`src/rtl/seq_restoring_divider.sv`:
```
// ============================================================================
// Module   : seq_restoring_divider
// Purpose  : 4-bit unsigned sequential restoring divider, one quotient bit
//            per cycle, with divide-by-zero short-circuit.
// Revision : 1.0
// ============================================================================
`default_nettype none

module seq_restoring_divider (
    input  logic       clk,
    input  logic       rst_n,
    input  logic       start,
    input  logic [3:0] dividend,
    input  logic [3:0] divisor,
    output logic [3:0] quotient,
    output logic [3:0] remainder,
    output logic       busy,
    output logic       done,
    output logic       dbz
);

    typedef enum logic [1:0] {
        ST_IDLE = 2'd0,
        ST_CALC = 2'd1,
        ST_DONE = 2'd2
    } state_t;

    localparam logic [3:0] C_DBZ_QUOTIENT = 4'hF;
    localparam logic [1:0] C_LAST_STEP    = 2'd3;

    state_t     state_q, state_d;
    logic [3:0] div_q, div_d;
    logic [3:0] rem_q, rem_d;
    logic [3:0] quo_q, quo_d;
    logic [1:0] step_q, step_d;
    logic [3:0] quotient_q, quotient_d;
    logic [3:0] remainder_q, remainder_d;
    logic       dbz_q, dbz_d;

    logic [3:0] w_shift_rem;
    logic [4:0] w_trial;
    logic       w_trial_neg;

    // The partial remainder before the last shift is below 8, so the bit
    // shifted out of R is always zero and a 4-bit R is sufficient.
    assign w_shift_rem = {rem_q[2:0], quo_q[3]};
    assign w_trial     = {1'b0, w_shift_rem} + {1'b1, ~div_q} + 5'd1;
    assign w_trial_neg = w_trial[4];

    always_comb begin
        state_d     = state_q;
        div_d       = div_q;
        rem_d       = rem_q;
        quo_d       = quo_q;
        step_d      = step_q;
        quotient_d  = quotient_q;
        remainder_d = remainder_q;
        dbz_d       = dbz_q;

        case (state_q)
            ST_IDLE: begin
                if (start) begin
                    if (divisor != 4'd0) begin
                        div_d   = divisor;
                        rem_d   = 4'd0;
                        quo_d   = dividend;
                        step_d  = 2'd0;
                        state_d = ST_CALC;
                    end else begin
                        quotient_d  = C_DBZ_QUOTIENT;
                        remainder_d = dividend;
                        dbz_d       = 1'b1;
                        state_d     = ST_DONE;
                    end
                end
            end

            ST_CALC: begin
                rem_d  = w_trial_neg ? w_shift_rem : w_trial[3:0];
                quo_d  = {quo_q[2:0], ~w_trial_neg};
                step_d = step_q + 2'd1;
                if (step_q == C_LAST_STEP) begin
                    quotient_d  = quo_d;
                    remainder_d = rem_d;
                    dbz_d       = 1'b0;
                    state_d     = ST_DONE;
                end
            end

            ST_DONE: begin
                state_d = ST_IDLE;
            end

            default: begin
                state_d = ST_IDLE;
            end
        endcase
    end

    always_ff @(posedge clk or negedge rst_n) begin
        if (!rst_n) begin
            state_q     <= ST_IDLE;
            div_q       <= 4'd0;
            rem_q       <= 4'd0;
            quo_q       <= 4'd0;
            step_q      <= 2'd0;
            quotient_q  <= 4'd0;
            remainder_q <= 4'd0;
            dbz_q       <= 1'b0;
        end else begin
            state_q     <= state_d;
            div_q       <= div_d;
            rem_q       <= rem_d;
            quo_q       <= quo_d;
            step_q      <= step_d;
            quotient_q  <= quotient_d;
            remainder_q <= remainder_d;
            dbz_q       <= dbz_d;
        end
    end

    assign quotient  = quotient_q;
    assign remainder = remainder_q;
    assign dbz       = dbz_q;
    assign busy      = (state_q != ST_IDLE);
    assign done      = (state_q == ST_DONE);

endmodule

`default_nettype wire

```
`config.mk`:
```
export PLATFORM = sky130hd
export DESIGN_NAME = seq_restoring_divider
export DESIGN_NICKNAME = d
export VERILOG_FILES = /design/src/rtl/seq_restoring_divider.sv
export SDC_FILE = /design/constraint.sdc
export NUM_CORES = 1
export LEC_CHECK = 0
export CORE_MARGIN = 2
export CORE_UTILIZATION = 46
export CTS_CLUSTER_DIAMETER = 200
export CTS_CLUSTER_SIZE = 24
export DETAILED_ROUTE_END_ITERATION = 8
export HOLD_SLACK_MARGIN = 0.15
export PLACE_DENSITY = 0.74
export SLEW_MARGIN = 20
export SYNTH_ARGS = -nofsm -noshare
export SYNTH_HDL_FRONTEND = slang
export SYNTH_SLANG_ARGS = --single-unit
```
`constraint.sdc`:
```
create_clock -name clk -period 2 [get_ports clk]
set_input_delay 0.4 -clock clk [delete_from_list [all_inputs] [get_ports clk]]
set_output_delay 0.4 -clock clk [all_outputs]
set_load 0.01 [all_outputs]
```
# After elaboration in Yosys (flattened, before gate mapping)
# Cells that the tools add are included.
[classes]
n_reduce_logical = 8
bitwise = 2
mux = 26
eq_ne = 7
add_sub_neg = 3
[op_table]
columns = ["operator", "n"]
rows = [
  ["$mux 4", 9],
  ["$pmux 4 s2", 3],
  ["$mux 2", 5],
  ["$ne 2x2->1 const B", 4],
  ["$pmux 2 s2", 2],
  ["$mux 3", 2],
  ["$pmux 3 s2", 1],
  ["$reduce_and 3->1", 2],
  ["$add 4x5->5", 1],
  ["$add 5x1->5 const B", 1],
  ["$eq 2x2->1 const B", 2],
  ["$not 4->4", 1],
  ["$reduce_and 4->1", 1],
  ["$reduce_bool 2->1", 2],
  ["$reduce_bool 4->1", 1],
  ["$mux 1", 3],
  ["$add 2x1->2 const B", 1],
  ["$eq 2x1->1 const B", 1],
  ["$logic_not 2->1", 1],
  ["$pmux 1 s2", 1],
  ["$reduce_and 2->1", 1],
  ["$not 1->1", 1],
]
[word_totals]
word_cells = 54
ff_bits = 24

# Longest topological paths before layout
# Gate-level depths: netlist of the first run.
[logic_depth]
ltp_word = 6
mapped_depth = 9
depth_no_buf = 9

# Worst setup path after synthesis of the first run
# Ideal clock, no wire load.
[synth_timing]
path_kind = "reg-to-reg"
startpoint = "register quo_q[3]"
endpoint = "register remainder_q[1] (netlist: remainder[1])"
period_less_slack_ns = 1.972
t_arrival_ns = 1.853
setup_time_ns = 0.119
path_slack_ns = 0.028
path_stages_with_launch = 10
path_cell_list = "dfrtp_1 -> inv_1 -> ha_1 -> inv_1 -> fa_1 -> a21o_1 -> a21oi_4 -> mux2i_1 -> o211ai_1 -> o21a_1"
[synth_via]
elab_chain_cells = 5
[synth_rtl]
columns = ["item", "line", "rtl"]
rows = [
  ["start: declaration", "34", "logic [3:0] quo_q, quo_d;"],
  ["start signal: assignment", "114", "quo_q <= quo_d;"],
  ["$add 4x5->5", "47", "assign w_trial = {1'b0, w_shift_rem} + {1'b1, ~div_q} + 5'd1;"],
  ["$add 5x1->5", "47", ""],
  ["$mux 4", "79", "rem_d = w_trial_neg ? w_shift_rem : w_trial[3:0];"],
  ["$mux 4", "82", "if (step_q == C_LAST_STEP) begin"],
  ["$pmux 4 s2", "60", "case (state_q)"],
  ["end signal: assignment", "117", "remainder_q <= remainder_d;"],
  ["end: declaration", "37", "logic [3:0] remainder_q, remainder_d;"],
]
# Every way passes these cells. The select of a mux whose other input is x is not followed.
# A chain may end at the register's enable or synchronous reset.

# Final worst setup path of the first run
# Same ends and word-level chain as after synthesis.

==> run summary, run 1 <==
run status -> finished with violations
violated checks -> negative setup slack
Crit path largest cell delay -> 0.41 ns
worst setup margin -> -0.0209 ns
hold buffer count at CTS -> 0
clock tree from TritonCTS -> built
root buf cell -> clkbuf_4
grt ovf -> 0
max cap viols -> 0
CP max-delay cell -> dfrtp_1
Net Sw Frac -> 39.6%
r2r endpoint -> remainder[1]
CORE AREA -> 2480 um2
hpwl dp -> 2090 um
met2 wire length -> 1400 um
crit path cell chain -> inv_1, ha_2, inv_2, fa_2, a21o_1, a21oi_4, mux2i_1, o211ai_1, o21a_1
Post-Route WL -> 2740 um
Synth Warn # -> 0
met1 WL -> 1160 um
port bufs -> 21
CP bufs+invs -> 2
CP Class -> flip-flop to flip-flop
relative slew slack -> 75.5%
cells on worst reg2reg path -> 9
total power -> 2830 uW
hold crit path type -> input pin to asynchronous set/reset pin
initial antenna violation count -> 0
DIE AREA -> 3050 um2
synthesized flop and latch total -> 24
DRC -> 0
P&R area growth vs syn -> 30.5%
crit-path max FO -> 6
Pleak -> 0.000694 uW
switching power of the nets -> 1120 uW
Yosys cell types -> 33
Initial DRC Count -> 19
global-route wire length before repair -> 4660 um
Net count, final -> 171
clk buf depth -> 2
CP required -> 2.22 ns
part of the power in the clock network -> 12.5%
post-synthesis instance area -> 1210 um2
internal power -> 1710 uW
Via density -> 5.44
post-route cell area -> 1580 um2
Overall Global Routing Usage -> 19.2%
Initial Util -> 48.8%
Fmax -> 495 MHz
syn_nets -> 138
metal3 WL -> 160 um
Routed Antenna Nets -> 0
Wirelength per Cell -> 15.0 um
Least-Margin Pin Slew -> 0.366 ns
final worst clock skew -> 0.00419 ns
n_diodes -> 0
Vert. Die Dim -> 55.3 um
Worst Path Arrival -> 2.24 ns
Worst setup SP type -> flip-flop
clk_lat worst skew -> 0.31 ns
Final GP Congestion -> 0.911
commonest cells after routing, fill and taps aside -> dfrtp_1 (23), clkdlybuf4s50_1 (21), nand2_1 (20)
Max Slew Vio Count -> 0
Reg-to-Reg Start -> quo_q[3]
Final setup viols -> 1
pre-CTS worst setup slack -> -0.0254 ns
Ports -> 22
Vias -> 995
clock-pin slew on the worst setup and hold paths -> 0.14 ns
Sequential Power Share -> 31.7%
crit-path leading delay family -> compound AO/OA/AOI/OAI gates
ys async rst share -> 100%
RSZ-0062 raised after global routing -> true
Logic pwr share -> 55.8%
syn_area_per_cell -> 9.99 um2
crit path time final -> 2.02 ns
htree depth -> 1
Max Used Layer -> met4
Synth Instances -> 121
PD cells -> 1800 nW/um2
Tcrit/Tclk final -> 101%
r2r setup slk -> -0.02 ns
vias in the first global route -> 1004
element type at the critical path end -> flip-flop
Rows -> 18
Hold WS -> 0.416 ns
Placed Area -> 1490 um2
endpoints failing hold -> 0
total CTS buffers -> 3
drt pass-1 iters -> 4
top_reg_cell synth -> dfrtp_1
clock sink count -> 24
number of synthesized flops with an enable pin -> 0
layout cell share with drive strength beyond 1 -> 16.3%
Max IR drop VDD -> 1.11 mV
post-synthesis sequential area ratio -> 49.7%
pin count of the biggest net entering global routing -> 25
commonest non-fill, non-tap cell in the layout -> dfrtp_1
Die Width -> 55.3 um
-- Yosys cell counts (all sizes together) (3+ instances only) --
cell type	count	area share [%]
nor2b	4	2.1
dfrtp	24	50
o21ai	7	2.9
nor2	11	3.4
nand3	3	1.2
inv	7	2.2
ha	5	5.2
a31oi	9	4.7
nand2	21	6.7
nor3	3	1.2
o22a	3	2.2
-- layer usage --
layer	global-route usage, %	vias up
met3	3.04	2
met1	26.1	477
li1	-	489
met4	4.18	0
met2	32.3	27
met5	0	-
-- cell families after synthesis --
group | share of synthesized area, %
adders and majority gates | 6.83
xor gates and xnor gates | 0.725
DFF | 49.7
AOI/OAI and AO/OA | 17.6
and+or+nand+nor | 18.7
muxes | 2.59
buffers and inverters | 3.83
-- power by group through the flow --
stage	logic (uW)	clock network (uW)	registers [uW]
after global routing	1750	383	928
final	1580	355	898
after CTS	1530	360	886
after floorplan	917	0	898
after global placement	1420	0	884
after detailed placement	1480	0	897
-- worst reg2reg max path, stage by stage (launching register included) --
cell	delay, ns
dfrtp_1	0.41
inv_1	0.06
ha_2	0.17
inv_2	0.04
fa_2	0.34
a21o_1	0.20
a21oi_4	0.23
mux2i_1	0.27
o211ai_1	0.11
o21a_1	0.11
-- worst max-delay path by stage --
stage | from | cells after the start | end | slack (ns)
global placement | quo_q[3] | 9 | remainder[1] | 0.05
floorplan | quo_q[3] | 9 | remainder[1] | 0.03
detailed placement | quo_q[3] | 9 | remainder[1] | -0.03
CTS | quo_q[3] | 9 | remainder[1] | 0.005
global route | quo_q[3] | 9 | remainder[1] | -0.1
finish | quo_q[3] | 9 | remainder[1] | -0.02
-- registers in the layout (all words and copies together), names as in the netlist --
name	cells
remainder	4
quo_q	4
dbz	1
quotient	4
div_q	4
state_q	2
rem_q	3
step_q	2
-- area by class of cell --
| type | count | area, um2 |
|---|---|---|
| well taps | 30 | 37.5 |
| inverters | 7 | 26.3 |
| clock buffers | 3 | 22.5 |
| clock inverters | 1 | 30.0 |
| fillers | 222 | 900 |
| flip-flops and latches | 24 | 602 |
| repair buffers | 31 | 285 |
| multi-input cells | 87 | 574 |
-- repair_timing --
action | in CTS | in global routing
buffers inserted | 1 | 2
pin swaps | 2 | 3
resized for setup | 1 | 5
setup endpoints to repair | 1 | 7
-- through the flow --
step,setup TNS [ns],utilization [%],std cells
final,-0.0209,63.7,183
after global placement,0,60.1,176
after global routing,-0.252,63.7,183
after floorplan,0,-,121
after detailed placement,-0.0254,60.1,176
after CTS,0,62.6,181
Power figures use the tool's default switching activity.
==> run 2: changes to the inputs <==
- TNS_END_PERCENT: not set -> 30
==> run 2 against run 1 <==
Against the previous run: sequential power hardly changed; total power shrank 0.92%; clock skew about the same; combinational power hardly changed; cell count down 0.55%; worst hold slack better by 0.0013 ns; the flow still finishes with violations (negative setup slack); flip-flop and latch count unchanged; wire length fell by 0.51%.
==> run summary, run 2 (synthesis gave the netlist of run 1 again) <==
run status -> finished with violations
violated checks -> negative setup slack
endpoints failing hold -> 0 (unchanged)
met2 wire length -> 1390 um (-0.57%)
CORE AREA -> 2480 um2 (unchanged)
area of the multi-input gates -> 574 um2 (unchanged)
Net count, final -> 170 (-0.58%)
drt pass-1 iters -> 4 (unchanged)
element type at the critical path end -> flip-flop
htree depth -> 1 (unchanged)
hold buffer count at CTS -> 0 (unchanged)
Via density -> 5.40 (-0.66%)
CP max-delay cell -> dfrtp_1
Overall Global Routing Usage -> 19.2% (unchanged)
hpwl dp -> 2090 um (unchanged)
Pleak -> 0.000689 uW (-0.67%)
Worst setup SP type -> flip-flop
n_diodes -> 0 (unchanged)
worst setup margin -> -0.0191 ns (+0.00184 ns)
Max IR drop VDD -> 1.11 mV (-0.51%)
Routed Antenna Nets -> 0 (unchanged)
CP Class -> flip-flop to flip-flop
Post-Route WL -> 2720 um (-0.51%)
Reg-to-Reg Start -> quo_q[3]
final worst clock skew -> 0.00439 ns (+0.000195 ns)
DRC -> 0 (unchanged)
vias in the first global route -> 1004 (unchanged)
cells on worst reg2reg path -> 9 (unchanged)
Crit path largest cell delay -> 0.41 ns (about the same)
Sequential cell area -> 602 um2 (unchanged)
met1 WL -> 1220 um (+5.0%)
Ports -> 22 (unchanged)
Max Slew Vio Count -> 0 (unchanged)
pin count of the biggest net entering global routing -> 25 (unchanged)
Initial Util -> 48.8% (unchanged)
clk_lat worst skew -> 0.31 ns (about the same)
commonest cells after routing, fill and taps aside -> dfrtp_1 (23), clkdlybuf4s50_1 (21), nand2_1 (20)
PD cells -> 1790 nW/um2 (-0.45%)
relative slew slack -> 75.6% (+0.12 points)
crit path cell chain -> inv_1, ha_2, inv_2, fa_2, a21o_1, a21oi_4, mux2i_1, o211ai_1, o21a_1
crit-path max FO -> 6 (unchanged)
clock-pin slew on the worst setup and hold paths -> 0.14 ns (about the same)
clock tree from TritonCTS -> built
Vias -> 983 (-1.2%)
Initial DRC Count -> 20 (+1)
global-route wire length before repair -> 4660 um (unchanged)
Worst Path Arrival -> 2.24 ns (about the same)
RSZ-0062 raised after global routing -> true
CP required -> 2.22 ns (about the same)
Die Width -> 55.3 um (unchanged)
max cap viols -> 0 (unchanged)
commonest non-fill, non-tap cell in the layout -> dfrtp_1
clock sink count -> 24 (unchanged)
pre-CTS worst setup slack -> -0.0254 ns (unchanged)
Vert. Die Dim -> 55.3 um (unchanged)
Final setup viols -> 1 (unchanged)
layout cell share with drive strength beyond 1 -> 15.8% (-0.55 points)
initial antenna violation count -> 0 (unchanged)
port bufs -> 21 (unchanged)
Tcrit/Tclk final -> 101% (about the same)
Max Used Layer -> met4
DIE AREA -> 3050 um2 (unchanged)
P&R area growth vs syn -> 29.9%
crit path time final -> 2.02 ns (-0.00184 ns)
root buf cell -> clkbuf_4
Hold WS -> 0.417 ns (+0.00133 ns)
Final GP Congestion -> 0.911 (unchanged)
FILL cells -> 222 (unchanged)
Wirelength per Cell -> 15.0 um (about the same)
r2r setup slk -> -0.02 ns (about the same)
hold crit path type -> input pin to asynchronous set/reset pin
metal3 WL -> 95 um (-41%)
Rows -> 18 (unchanged)
Least-Margin Pin Slew -> 0.364 ns (-0.00178 ns)
total CTS buffers -> 3 (unchanged)
grt ovf -> 0 (unchanged)
r2r endpoint -> remainder[1]
clk buf depth -> 2 (unchanged)
Fmax -> 495 MHz (about the same)
-- run 2: cell types whose count changed in the layout (fill, tap and decap cells not counted) --
cell and change:
buf_4 -1
-- run 2: layer usage --
metal | global-route usage [%] | up-vias
li1 | - | 488
met1 | 26.1 | 473
met2 | 32.3 | 20
met3 | 3.04 | 2
met4 | 4.18 | 0
met5 | 0 | -
-- run 2: worst max path at each step --
stage                        start           end  slack [ns]  cells after the start
after floorplan           quo_q[3]  remainder[1]        0.03                      9
after global placement    quo_q[3]  remainder[1]        0.05                      9
after detailed placement  quo_q[3]  remainder[1]       -0.03                      9
after CTS                 quo_q[3]  remainder[1]       0.005                      9
after global routing      quo_q[3]  remainder[1]       -0.10                      9
final                     quo_q[3]  remainder[1]       -0.02                      9
-- run 2: area by class of cell --
type / count / area share, %
well taps: 30 / 2.39
multi-input cells: 87 / 36.6
repair buffers: 30 / 17.7
flip-flops and latches: 24 / 38.3
inverters: 7 / 1.67
clock inverters: 1 / 1.91
clock buffers: 3 / 1.43
-- run 2: what timing repair did --
item | CTS | global route
gates resized for setup | 1 | 5
pin swaps | 2 | 3
endpoints found under the hold margin | 0 | 0
setup buffers | 1 | 1
endpoints found under the setup margin | 1 | 7
-- run 2: stage by stage --
stage          instances  utilization (%)  area [um2]  total power (uW)  setup TNS [ns]
2_1_floorplan        121                -        1210              1820               0
3_3_place_gp         176             60.1        1490              2300               0
3_5_place_dp         176             60.1        1490              2380         -0.0254
4_1_cts              181             62.6        1550              2770               0
5_1_grt              182             63.4        1570              3040          -0.266
6_report             182             63.4        1570              2810         -0.0191
-- run 2: critical path: cells and delay by family (launching register included) --
family,cells,cell delay [ns]
AO/OA/AOI/OAI,4,0.64
flip-flops,1,0.41
buffers and inverters,2,0.10
adder cells (fa/ha/maj),2,0.51
multiplexers,1,0.26
-- run 2: report_power, final --
| part | leakage (uW) | internal [uW] | switching (uW) |
|---|---|---|---|
| Combinational | 0.000381 | 768 | 785 |
| Sequential | 0.000281 | 723 | 177 |
| Clock | 0.0000279 | 202 | 152 |
| Total | 0.000689 | 1690 | 1110 |
==> run 3: changes to the inputs <==
- SLEW_MARGIN: 20 -> not set
==> results of run 3 <==
Final layout, timing and power as in run 2 (identical DEF).
==> patch 1: new RTL, settings of run 1 <==
Make the reset (`rst_n`) synchronous in one clocked block.
--- a/src/rtl/seq_restoring_divider.sv
+++ b/src/rtl/seq_restoring_divider.sv
@@ -97,7 +97,7 @@
         endcase
     end
 
-    always_ff @(posedge clk or negedge rst_n) begin
+    always_ff @(posedge clk) begin
         if (!rst_n) begin
             state_q     <= ST_IDLE;
             div_q       <= 4'd0;
Function: differs if rst_n is asserted again (counterexample within 4 cycles, from zero or initial values and one cycle with rst_n low); with rst_n held inactive, the same outputs for 10 cycles.
==> patch 1 against run 1 <==
- cell area decreased by 1.9%
- critical path type unchanged
- critical endpoint is now remainder[2]$_SDFFE_PN0P_
- sequential cell count unchanged
- wire length increased by 0.29%
- synthesized area decreased by 1.2%
- utilization decreased by 1.2 points
- largest cell class is now multi-input gates
- worst setup slack improved by 77 ps
- highest routed layer unchanged
Power is not compared: it rests on default switching activity, and its combinational part moved more than twofold at a synthesized area within 25%.
==> patch 1: results (changes against run 1) <==
stage,metric,value,unit,change
place,dpl cell area,0.001460,mm^2,was 0.001489 mm^2
drt,WL met3,105,um,was 160 um
grt,vias in the first global route,958,,was 1004
logic_synthesis,Synth Flop Type,dfxtp_1,,was dfrtp_1
min_path,Hold WC Path Type,register to register,,was input port to async pin
grt,GR Util met2,32.34,%,was 32.31%
drt,DRT met1 WL,1.255,mm,was 1.161 mm
clock_tree,PostCTS Resize Cnt,0,,was 1
grt,Global Route met3 Usage,5.376,%,was 3.044%
grt,first-pass GRT wire length,4.319,mm,was 4.664 mm
final_layout,Non-Clock Buffer Area Fraction,18.76,%,was 18.08%
grt,met1 global-route usage,26.04,%,was 26.10%
drt,1st-iter DRT viols,23,,was 19
drt,WL met2,1.364,mm,was 1.401 mm
place,Detail Placement HPWL,2.007,mm,was 2.086 mm
logic_synthesis,post-synthesis sequential area ratio,40.25,%,was 49.69%
clock_tree,clk buf depth,2,,unchanged
final_layout,clk cell area share,3.395,%,was 3.331%
logic_synthesis,Post-Synth Adder-Cell Area,6.918,%,was 6.832%
drt,Post-Route WL,2.746,mm,was 2.738 mm
place,RD Place Congestion,0.8262,,was 0.9114
worst_setup_path,Worst Path Max Fanout,8,,was 6
logic_synthesis,fraction of registers with async set/reset,0,%,was 100.0%
final_layout,fill count,226,,was 222
clock_tree,Post-CTS Setup Inserts,0,,was 1
timing,Max Clock Skew,6.341,ps,was 4.194 ps
logic_synthesis,most frequent cells after synthesis,"dfxtp_1 (24), nand2_1 (18), nor2_1 (15), nand3_1 (8), inv_1 (7)",,"was dfrtp_1 (24), nand2_1 (20), nor2_1 (11), a31oi_1 (9)"
final_layout,Repair and plain buffers,30,,was 31
place,DP Worst Slack,-141.1,ps,was -25.43 ps
final_layout,fraction of layout cells with a size suffix above 1,19.02,%,was 16.34%
drt,Vias/cell,5.565,,was 5.437
pwr,Lkg Pwr,0.5999,nW,
clock_tree,worst-skew pair later-pin latency,320,ps,
timing,Worst-Margin Slew,458.3,ps,was 365.7 ps
logic_synthesis,mux cell area share after synthesis,0.8386,%,was 2.588%
place,Port Buf Inserts,21,,unchanged
logic_synthesis,post-synthesis compound-gate area fraction,22.22,%,was 17.60%
final_layout,largest class,multi-input gates,,was sequential cells
logic_synthesis,synth unique cells,36,,was 33
logic_synthesis,"Net Count, Synth",152,,was 138
status,status,finished clean,,"was finished, violations left"
final_layout,multi-input combinational cell count,98,,was 87
worst_setup_path,slowest stage cell on the critical path,dfxtp_1,,was dfrtp_1
final_layout,multi-input logic area,660.6,um^2,was 574.3 um^2
worst_setup_path,Worst path max stage delay,360,ps,was 410 ps
final_layout,nets@finish,181,,was 171
logic_synthesis,XOR/XNOR share of the synthesized area,1.468,%,was 0.7246%
==> patch 1: changes by cell type in the layout (fill, tap and decap cells not counted), moves of 3 or more <==
cell and change:
a21oi_1 +3, a311oi_1 +3, a31oi_1 -5, dfrtp_1 -23, dfxtp_1 +24, nand3_1 +5
nor3_1 -3, o221a_2 +3, o22a_1 -3
==> patch 1: worst paths after layout <==
path	cells after the start	from	slack [ps]	to
min reg2reg	2	div_q[3]$_SDFFE_PN0P_	480	div_q[3]$_SDFFE_PN0P_
max	8	quo_q[3]$_SDFFE_PN0P_	60	remainder[2]$_SDFFE_PN0P_
max reg2reg	8	quo_q[3]$_SDFFE_PN0P_	60	remainder[2]$_SDFFE_PN0P_
min	2	div_q[3]$_SDFFE_PN0P_	480	div_q[3]$_SDFFE_PN0P_
==> patch 1: metrics by stage <==
step                hold slack, ps  instances  utilization [%]
detailed placement           461.5        189            58.94
global placement             451.3        189            58.94
floorplan                    436.3        135                -
finish                       482.9        193            62.47
CTS                          479.4        193            61.06
global route                 494.1        193            62.47
==> patch 2: new RTL, config.mk and constraints of run 1 <==
Made on the original files. Encoding of `state_t`: now one-hot (3 bits for 3 states).
--- a/src/rtl/seq_restoring_divider.sv
+++ b/src/rtl/seq_restoring_divider.sv
@@ -19,10 +19,10 @@
     output logic       dbz
 );
 
-    typedef enum logic [1:0] {
-        ST_IDLE = 2'd0,
-        ST_CALC = 2'd1,
-        ST_DONE = 2'd2
+    typedef enum logic [2:0] {
+        ST_IDLE = 3'b001,
+        ST_CALC = 3'b010,
+        ST_DONE = 3'b100
     } state_t;
 
     localparam logic [3:0] C_DBZ_QUOTIENT = 4'hF;
Behaviour: no difference found for any inputs over 10 cycles, from zero or initial values and one cycle with rst_n low; not proved beyond that.
==> patch 2 against run 1 <==
- wire length is 1.5% higher
- synthesized area grew 10%
- power decreased by 12%
- global-route usage down 0.61 points
- worst hold slack gained 9.3 ps
- clock skew shrank 1.1 ps
- largest power group unchanged
- cell area rose by 6.5%
- worst setup slack improved by 110 ps
- sequential cell count grew 1
- utilization shrank 2.8 points
==> patch 2: results (changes against run 1) <==
stage,metric,value,unit,change
status,status,finished clean,,"was finished, violations left"
grt,first-pass GRT wire length,4.705,mm,was 4.664 mm
place,DP Worst Slack,-38.44,ps,was -25.43 ps
pwr,sequential cell power,0.881,mW,was 0.898 mW
clock_tree,PostCTS Resize Cnt,3,,was 1
grt,met1 global-route usage,25.40,%,was 26.10%
place,RD Place Congestion,0.8234,,was 0.9114
logic_synthesis,synth unique cells,41,,was 33
logic_synthesis,"Net Count, Synth",139,,was 138
logic_synthesis,most frequent cells after synthesis,"dfrtp_1 (24), nand2_1 (11), inv_1 (10), a21oi_1 (7), mux2i_1 (7)",,"was dfrtp_1 (24), nand2_1 (20), nor2_1 (11), a31oi_1 (9)"
grt,vias in the first global route,981,,was 1004
grt,largest net degree at the start of global routing,26,,was 25
final_layout,final std cells w/o fill,184,,was 183
grt,Global Route met3 Usage,2.679,%,was 3.044%
worst_setup_path,Startpoint Class,register,,unchanged
drt,WL met3,90,um,was 160 um
logic_synthesis,Mapped Cells,122,,was 121
pwr,switching part of the total power,39.74,%,was 39.60%
timing,Worst-Margin Slew,401.3,ps,was 365.7 ps
logic_synthesis,post-synthesis sequential area ratio,47.00,%,was 49.69%
worst_setup_path,R2R depth,8,,was 9
grt,gr usage total,18.58,%,was 19.19%
drt,Post-Route WL,2.778,mm,was 2.738 mm
drt,1st-iter DRT viols,20,,was 19
pwr,Lkg Pwr,0.7542,nW,was 0.6937 nW
worst_setup_path,CP arrival,2130,ps,was 2240 ps
drt,WL met2,1.414,mm,was 1.401 mm
place,dpl cells,180,,was 176
pwr,VDD IR max,0.9053,mV,was 1.111 mV
drt,DR vias,1008,,was 995
timing,Max Clock Skew,3.115,ps,was 4.194 ps
worst_setup_path,cell family with most CP delay,adder cells,,was compound AO/OA/AOI/OAI gates
final_layout,multi-input logic area,665.6,um^2,was 574.3 um^2
place,Detail Placement HPWL,2.193,mm,was 2.086 mm
pwr,power per cell area,1486,mW/mm^2,was 1796 mW/mm^2
grt,GR Util met2,30.52,%,was 32.31%
pwr,Comb power,1.39,mW,was 1.58 mW
[patch 2: worst paths after layout]
path	end	slack (ps)
max in group asynchronous	state_q[0]$_DFFE_PN1P_	1280
setup / recovery	remainder[0]$_DFFE_PN0P_	90
hold reg to reg	step_q[0]$_DFFE_PN0P_	510
setup reg to reg	remainder[0]$_DFFE_PN0P_	90
min in group clk	step_q[0]$_DFFE_PN0P_	510
hold / removal	step_q[1]$_DFFE_PN0P_	430
[patch 2: area by class of cell]
| cell class | instances | area share, % |
|---|---|---|
| multi-input cells | 83 | 39.61 |
| flip-flops and latches | 25 | 37.38 |
| repair buffers | 31 | 16.90 |
| well taps | 31 | 2.308 |
| inverters | 10 | 2.234 |
| clock buffers | 4 | 1.564 |
[patch 2: kinds of logic after synthesis]
kind of cell	Yosys count	synth area share, %
fa+ha+maj	6	6.191
simple gates	32	15.38
compound gates	32	16.70
mux	12	9.756
buf+inv	14	4.315
xor+xnor	1	0.6568
flops	25	47.00
